**config.mk**
```make
export PLATFORM = sky130hd
export DESIGN_NAME = hazard_lights_param
export DESIGN_NICKNAME = d
export VERILOG_FILES = /design/src/rtl/hazard_lights_param.sv
export SDC_FILE = /design/constraint.sdc
export NUM_CORES = 1
export LEC_CHECK = 0
export CAP_MARGIN = 20
export CORE_AREA = 3 3 40 42
export CTS_CLUSTER_SIZE = 40
export DETAILED_ROUTE_END_ITERATION = 12
export DIE_AREA = 0 0 43 45
export SLEW_MARGIN = 20
export SYNTH_ARGS = -nofsm -noshare
export SYNTH_HDL_FRONTEND = slang
export SYNTH_SLANG_ARGS = --single-unit
```
**constraint.sdc**
```tcl
create_clock -name clk -period 2.1 [get_ports clk]
set_input_delay 0.63 -clock clk [delete_from_list [all_inputs] [get_ports clk]]
set_output_delay 0.63 -clock clk [all_outputs]
set_load 0.01 [all_outputs]
```
**src/rtl/hazard_lights_param.sv**
```systemverilog
// hazard_lights_param
//   Hazard / wind-indicator light sequencer. NUM_LIGHTS lamps are driven by a
//   Moore pattern FSM that advances once every TICK_DIV clocks. The mode input
//   picks one of four patterns: calm, right-to-left, left-to-right or flash.
//
// Ports
//   clk     in   1           system clock, rising edge
//   reset   in   1           asynchronous, active-high reset
//   mode    in   2           00 CALM, 01 R2L, 10 L2R, 11 FLASH (sampled on steps)
//   lights  out  NUM_LIGHTS  registered lamp drive, bit 0 = rightmost lamp
//   step    out  1           high in each cycle whose rising edge advances lights
module hazard_lights_param #(
  parameter int unsigned NUM_LIGHTS = 3,
  parameter int unsigned TICK_DIV   = 4
) (
  input  logic                  clk,
  input  logic                  reset,
  input  logic [1:0]            mode,
  output logic [NUM_LIGHTS-1:0] lights,
  output logic                  step
);

  typedef enum logic [1:0] {
    CALM  = 2'b00,
    R2L   = 2'b01,
    L2R   = 2'b10,
    FLASH = 2'b11
  } mode_e;

  localparam int unsigned CNT_W = (TICK_DIV > 1) ? $clog2(TICK_DIV) : 1;

  localparam logic [NUM_LIGHTS-1:0] LSB_ONLY = {{(NUM_LIGHTS-1){1'b0}}, 1'b1};
  localparam logic [NUM_LIGHTS-1:0] MSB_ONLY = {1'b1, {(NUM_LIGHTS-1){1'b0}}};
  localparam logic [NUM_LIGHTS-1:0] ENDS     = LSB_ONLY | MSB_ONLY;
  localparam logic [NUM_LIGHTS-1:0] INNER    = ~ENDS;

  logic [CNT_W-1:0]      tick_cnt_q, tick_cnt_d;
  logic [NUM_LIGHTS-1:0] lights_q, lights_d;
  mode_e                 cur_mode_q, cur_mode_d;
  mode_e                 mode_in;
  logic                  pattern_ok;

  assign mode_in = mode_e'(mode);

  function automatic logic [NUM_LIGHTS-1:0] entry_pattern(input mode_e m);
    logic [NUM_LIGHTS-1:0] p;
    case (m)
      CALM:    p = ENDS;
      R2L:     p = LSB_ONLY;
      L2R:     p = MSB_ONLY;
      default: p = '1;
    endcase
    return p;
  endfunction

  // Prescaler. With TICK_DIV = 1 the counter is pinned at 0, which equals
  // TICK_DIV-1, so step is constantly 1 (including during reset).
  assign step = (tick_cnt_q == CNT_W'(TICK_DIV - 1));

  always_comb begin
    tick_cnt_d = tick_cnt_q + CNT_W'(1);
    if (step) begin
      tick_cnt_d = '0;
    end
  end

  always_ff @(posedge clk or posedge reset) begin
    if (reset) begin
      tick_cnt_q <= '0;
    end else begin
      tick_cnt_q <= tick_cnt_d;
    end
  end

  // Whether the current lamp value belongs to the running mode's pattern set;
  // anything else is replaced by the entry pattern on the next step.
  always_comb begin
    pattern_ok = 1'b0;
    case (cur_mode_q)
      CALM:     pattern_ok = (lights_q == ENDS) || (lights_q == INNER);
      R2L, L2R: pattern_ok = (lights_q != '0) &&
                             ((lights_q & (lights_q - LSB_ONLY)) == '0);
      default:  pattern_ok = (lights_q == '1) || (lights_q == '0);
    endcase
  end

  always_comb begin
    cur_mode_d = cur_mode_q;
    lights_d   = lights_q;
    if (step) begin
      if (mode_in != cur_mode_q) begin
        cur_mode_d = mode_in;
        lights_d   = entry_pattern(mode_in);
      end else if (!pattern_ok) begin
        lights_d   = entry_pattern(cur_mode_q);
      end else begin
        case (cur_mode_q)
          CALM:    lights_d = (lights_q == ENDS) ? INNER : ENDS;
          R2L:     lights_d = {lights_q[NUM_LIGHTS-2:0], lights_q[NUM_LIGHTS-1]};
          L2R:     lights_d = {lights_q[0], lights_q[NUM_LIGHTS-1:1]};
          default: lights_d = ~lights_q;
        endcase
      end
    end
  end

  always_ff @(posedge clk or posedge reset) begin
    if (reset) begin
      cur_mode_q <= CALM;
      lights_q   <= ENDS;
    end else begin
      cur_mode_q <= cur_mode_d;
      lights_q   <= lights_d;
    end
  end

  assign lights = lights_q;

endmodule

```
-- Yosys cells after proc, flatten, opt, wreduce, memory -nomap -nowiden
Index checks and enable logic that the tools add are counted.
- mux-type cells: 8
- reductions and logical operators: 10
- $add $sub $neg: 2
- bitwise operators: 2
- equal/unequal tests: 9
- operator list (kind ; count):
    $pmux 3 s3 ; 3
    $mux 3 ; 3
    $eq 2x2->1 const B ; 3
    $eq 3x3->1 const B ; 2
    $logic_not 3->1 ; 2
    $eq 2x1->1 const B ; 2
    $logic_not 2->1 ; 2
    $and 3x3->3 ; 1
    $eq 3x2->1 const B ; 1
    $not 3->3 ; 1
    $reduce_bool 3->1 ; 1
    $sub 3x1->3 const B ; 1
    $add 2x1->2 const B ; 1
    $logic_or 1x1->1 ; 2
    $mux 2 ; 1
    $ne 2x2->1 ; 1
    $pmux 1 s2 ; 1
    $reduce_and 2->1 ; 1
    $reduce_or 2->1 ; 1
    $logic_and 1x1->1 ; 1
- output and inout bits: 4
- register bits: 7
- logic and storage cells: 34
- input port bits: 4

-- Depth between registers and ports, before layout
- depth in word-level cells: 7
- mapped depth: 7

-- Least setup slack after synthesis
OpenSTA, ideal clock, no wires.
- path kind: register -> register
- from: reg cur_mode_q[0]
- to: reg lights_q[2], in the netlist lights[2]
- library setup time: 0.073 ns
- stages on the path, launching flop included: 8
- arrival: 1.763 ns
- clock period less this slack: 1.836 ns
- setup slack: 0.264 ns
- data required time: 2.027 ns
- cells stage by stage: dfrtp_1 -> inv_1 -> ha_1 -> mux2i_1 -> a211oi_1 -> o31a_1 -> mux2_1 -> a21oi_1
- word-level cells in the longest chain between the ends: 5
- RTL lines (item ; RTL line ; RTL):
    from (decl) ; 39 ; mode_e cur_mode_q, cur_mode_d;
    from (signal assigned) ; 112 ; cur_mode_q <= cur_mode_d;
    $eq 2x1->1 / $eq 2x2->1 (equally long branches) ; 47, 79, 97 ;
    $reduce_or 2->1 ; 79 ; case (cur_mode_q)
    $pmux 1 s2 ; 79 ;
    $mux 3 ; 94 ; end else if (!pattern_ok) begin
    $mux 3 * ; 91 ; if (mode_in != cur_mode_q) begin
    to (signal assigned) ; 113 ; lights_q <= lights_d;
    to (decl) ; 38 ; logic [NUM_LIGHTS-1:0] lights_q, lights_d;
Mark *: on every way between the ends. The rest lies on a longest branch, timed or not.
A chain may end at the register's enable or synchronous reset.

-- Worst setup path in the final report
- from: reg tick_cnt_q[0]
- to: out step
- word-level cells in the longest chain between the ends: 1
- RTL lines (item ; RTL line ; RTL):
    from (decl) ; 37 ; logic [CNT_W-1:0] tick_cnt_q, tick_cnt_d;
    from (signal assigned) ; 71 ; tick_cnt_q <= tick_cnt_d;
    $eq 2x2->1 ; 58 ; assign step = (tick_cnt_q == CNT_W'(TICK_DIV - 1));
    to (decl) ; 20 ; output logic step
No other way between the ends.

==> impl_summary.txt <==
----------------------------------------------------
[Run status]
  Outcome ... completed

[Die]
  Chip Width ... roughly 43 um
  Starting density of the core ... 0.428
  Height of the die ... 45 um
  Number of top-level pins ... 8
  Die outline area ... ~0.0019 mm^2
  Core Box Area ... 0.00128 mm^2
  FP Rows ... 13

[Layout]
  Final Instance Count excl. Fillers ... just under 90
  Filler cell count in the final layout ... 118
  Area occupied by registers ... 178 um^2
  Layout-stage area growth over the synthesis result ... 25.0%
  NumNets Final ... approximately 80
  Share of cells above drive strength 1 ... 0.194
  Diode insertion count for antenna repair ... 0
  Footprint of the multi-input gates ... between 300 and 400 um^2

[Power]
  Static Leakage ... 0.296 nW
  Peak supply drop ... 0.333 mV
  Power density cells ... 601 mW/mm^2

[Worst setup path]
  Critical path type ... reg2out
  Worst endpoint required time ... between 1 and 1.5 ns
  Highest net fanout along the worst path ... 2
  Type of element capturing the critical path ... output pin
  FF-to-FF Start ... cur_mode_q[0]$_DFFE_PP0P_
  Endpoint of the lowest-slack register-to-register path ... lights[0]$_DFFE_PP1P_
  Arrival time at the worst endpoint ... approximately 1.3 ns
  Type of element launching the critical path ... register
  Flop-to-flop setup slack ... 0.18 ns
  Reg2reg path depth ... 7

[Routing]
  Final antenna-violating net count ... 0
  Routed vias/inst ... between 5 and 6
  Routed via count ... about 490
  Total DRC errors in the routed layout ... 0
  Routed length per instance ... 12.9 um
  First-pass DRT Iterations ... 4
  Number of DRC markers after the initial detailed-route iteration ... 20
  Detailed Route WL ... approximately 1.1 mm

[Placement]
  Routability congestion estimate from global placement ... between 0.7 and 0.8
  Inst Count DP ... 81
  Post-detail-place hpwl ... roughly 830 um
  Number of buffers added on ports ... 7

[Global route]
  Total track usage ... 0.146
  Vias in the first global route ... between 400 and 500
  Routing usage on met1 ... 0.170
  Met3 usage in global routing ... 0.0359
  Antenna violations before repair ... 0
  Largest net degree at the start of global routing ... 12
  Total congestion overflow after global routing ... 0
  First-pass GRT wire length ... a little over 2 mm
  Layer with the highest usage ... met2
  Met2 track demand over resource in global routing ... 0.234

[Synth]
  Warning count from the yosys run ... 0
  Cell area after technology mapping ... 551 um^2
  Post-Syn Nets ... between 60 and 70
  Number of distinct library cells after synthesis ... 30
  Post-synthesis sequential area ratio ... 0.323
  Mapped Cells ... between 50 and 60
  Number of flip-flops and latches in the synthesized netlist ... 7
  Average instance area after synthesis ... between 9 and 10 um^2

[Worst hold path]
  Worst min-delay path endpoint ... tick_cnt_q[0]$_DFF_PP0_
  Hold Crit Start ... tick_cnt_q[0]$_DFF_PP0_
  Tightest Hold Check Type ... reg2reg
  Number of cells on the worst hold path ... 1

[STA]
  Final cycle utilization of the critical path ... 0.927
  Max-slew violations ... 0
  Worst slew margin ... 0.798
  Unrepaired setup endpoints after global routing ... no
  Clock skew ... approximately 0.0053 ns
  Number of hold violations in the final report ... 0
  Slew of the pin with the lowest slew margin ... ~0.30 ns
  Highest attainable clock frequency ... between 500 and 600 MHz
  Final sum of negative setup slack ... 0 ns
  Fin crit period ... between 1.5 and 2 ns
  Total setup violations reported at the end of the flow ... 0

[Clock tree]
  H-tree levels ... 1
  Max Root-Sink Buffers ... 2
  CTS Buf Count ... 3
  TritonCTS clock tree ... done
  Clock slew at the register clock pins of the worst setup and hold paths ... approximately 0.05 ns
  CTS root buf ... clkbuf_4
  CTS Sinks ... 7
  Clock Latency Late Sink ... about 0.26 ns

[Run]
  Max-capacitance violation count ... 0

----------------------------------------------------
==> metal layers <==
metal / routed length [um] / share of wire
met1: 535 / 0.48
met2: 505 / 0.45
met3: 52 / 0.046
met4: 27 / 0.024
met5: 0 / 0
==> registers in the layout, indices dropped and copies added (netlist names) <==
name	count
tick_cnt_q	2
cur_mode_q	2
lights	3
==> kinds of logic (layout without fill, tap and decap cells) <==
family,after synthesis,in the layout,share of synthesized area
compound gates,19,19,0.259
xor+xnor,2,2,0.0318
fa+ha+maj,5,5,0.114
buf+inv,7,21,0.0682
flops,7,7,0.323
mux,3,3,0.0591
simple gates,15,15,0.145
==> worst max-delay path, cell delays in order, from the launching register on <==
cell and delay, ns:
dfrtp_1 0.38, ha_1 0.21, clkdlybuf4s50_1 0.48
==> worst max-delay path by stage <==
| stage | from | endpoint | slack [ns] | depth (start not counted) |
|---|---|---|---|---|
| final | tick_cnt_q[0]$_DFF_PP0_ | step | 0.15 | 2 |
| after global routing | cur_mode_q[0]$_DFFE_PP0P_ | lights[0]$_DFFE_PP1P_ | 0.04 | 7 |
| after CTS | tick_cnt_q[0]$_DFF_PP0_ | step | 0.14 | 2 |
| after detailed placement | mode[0] | lights[1]$_DFFE_PP0P_ | 0.10 | 6 |
| after global placement | mode[0] | lights[1]$_DFFE_PP0P_ | 0.13 | 6 |
| after floorplan | cur_mode_q[0]$_DFFE_PP0P_ | lights[2]$_DFFE_PP1P_ | 0.26 | 7 |
==> cells in the mapped netlist <==
cell type / instances / area share
a22o_1: 1 / 0.016
dfrtp_1: 5 / 0.23
o31a_1: 1 / 0.016
or3_1: 1 / 0.011
o32ai_1: 1 / 0.016
ha_1: 5 / 0.11
clkbuf_1: 1 / 0.0068
a22oi_1: 3 / 0.041
xor2_1: 2 / 0.032
a21oi_4: 1 / 0.030
o22ai_1: 1 / 0.011
buf_4: 1 / 0.014
nand3_1: 3 / 0.027
nand2_1: 3 / 0.020
a22o_2: 1 / 0.018
buf_6: 1 / 0.020
nand4b_1: 1 / 0.016
mux2i_1: 1 / 0.018
a21bo_2: 1 / 0.018
a21oi_1: 4 / 0.036
nor4_1: 1 / 0.011
nand3b_1: 2 / 0.027
nor2_1: 3 / 0.020
o21ai_0: 3 / 0.027
dfstp_2: 2 / 0.095
a211oi_1: 1 / 0.014
inv_1: 4 / 0.027
and2_1: 1 / 0.011
o221ai_1: 1 / 0.016
mux2_1: 2 / 0.041
==> per-stage QoR <==
stage / hold slack, ns / area, um^2 / worst slack, ns / power, mW / util
3_5_place_dp: 0.422 / 647 / 0.101 / 0.284 / 0.503
6_report: 0.424 / 688 / 0.154 / 0.414 / 0.536
5_1_grt: 0.455 / 688 / 0.0396 / 0.438 / 0.536
2_1_floorplan: 0.403 / 551 / 0.264 / 0.250 / -
3_3_place_gp: 0.421 / 647 / 0.134 / 0.283 / 0.503
4_1_cts: 0.428 / 688 / 0.136 / 0.419 / 0.536
==> cell type report <==
| type | instances | share of cell area |
|---|---|---|
| Inverter | 4 | 0.0218 |
| Sequential cell | 7 | 0.258 |
| Timing Repair Buffer | 13 | 0.167 |
| Clock buffer | 4 | 0.0382 |
| Tap cell | 15 | 0.0273 |
| Multi-Input combinational cell | 44 | 0.487 |
==> power breakdown <==
part	switching (mW)	internal, mW
Sequential	0.00768	0.148
Combinational	0.0665	0.0669
Clock	0.0522	0.0727
==> placed cells by master, fill, tap and decap left out, drive strengths merged <==
master         n
a22o           2
nand3          3
ha             5
a21oi          5
o31a           1
nand3b         2
o221ai         1
and2           1
nor2           3
mux2           2
xor2           2
a22oi          3
nand4b         1
clkdlybuf4s50  7
buf            6
nand2          3
a211oi         1
nor4           1
clkbuf         4
o32ai          1
o21ai          3
dfrtp          5
dfstp          2
a21bo          1
o22ai          1
inv            4
mux2i          1
or3            1
==> timing repair <==
item                                    in CTS  in global routing
endpoints found under the setup margin       2                  0
buffers inserted                             2                  0
hold buffers                                 0                  0
gates resized for setup                      0                  0
Note: power is estimated with default switching activity, not from simulation.
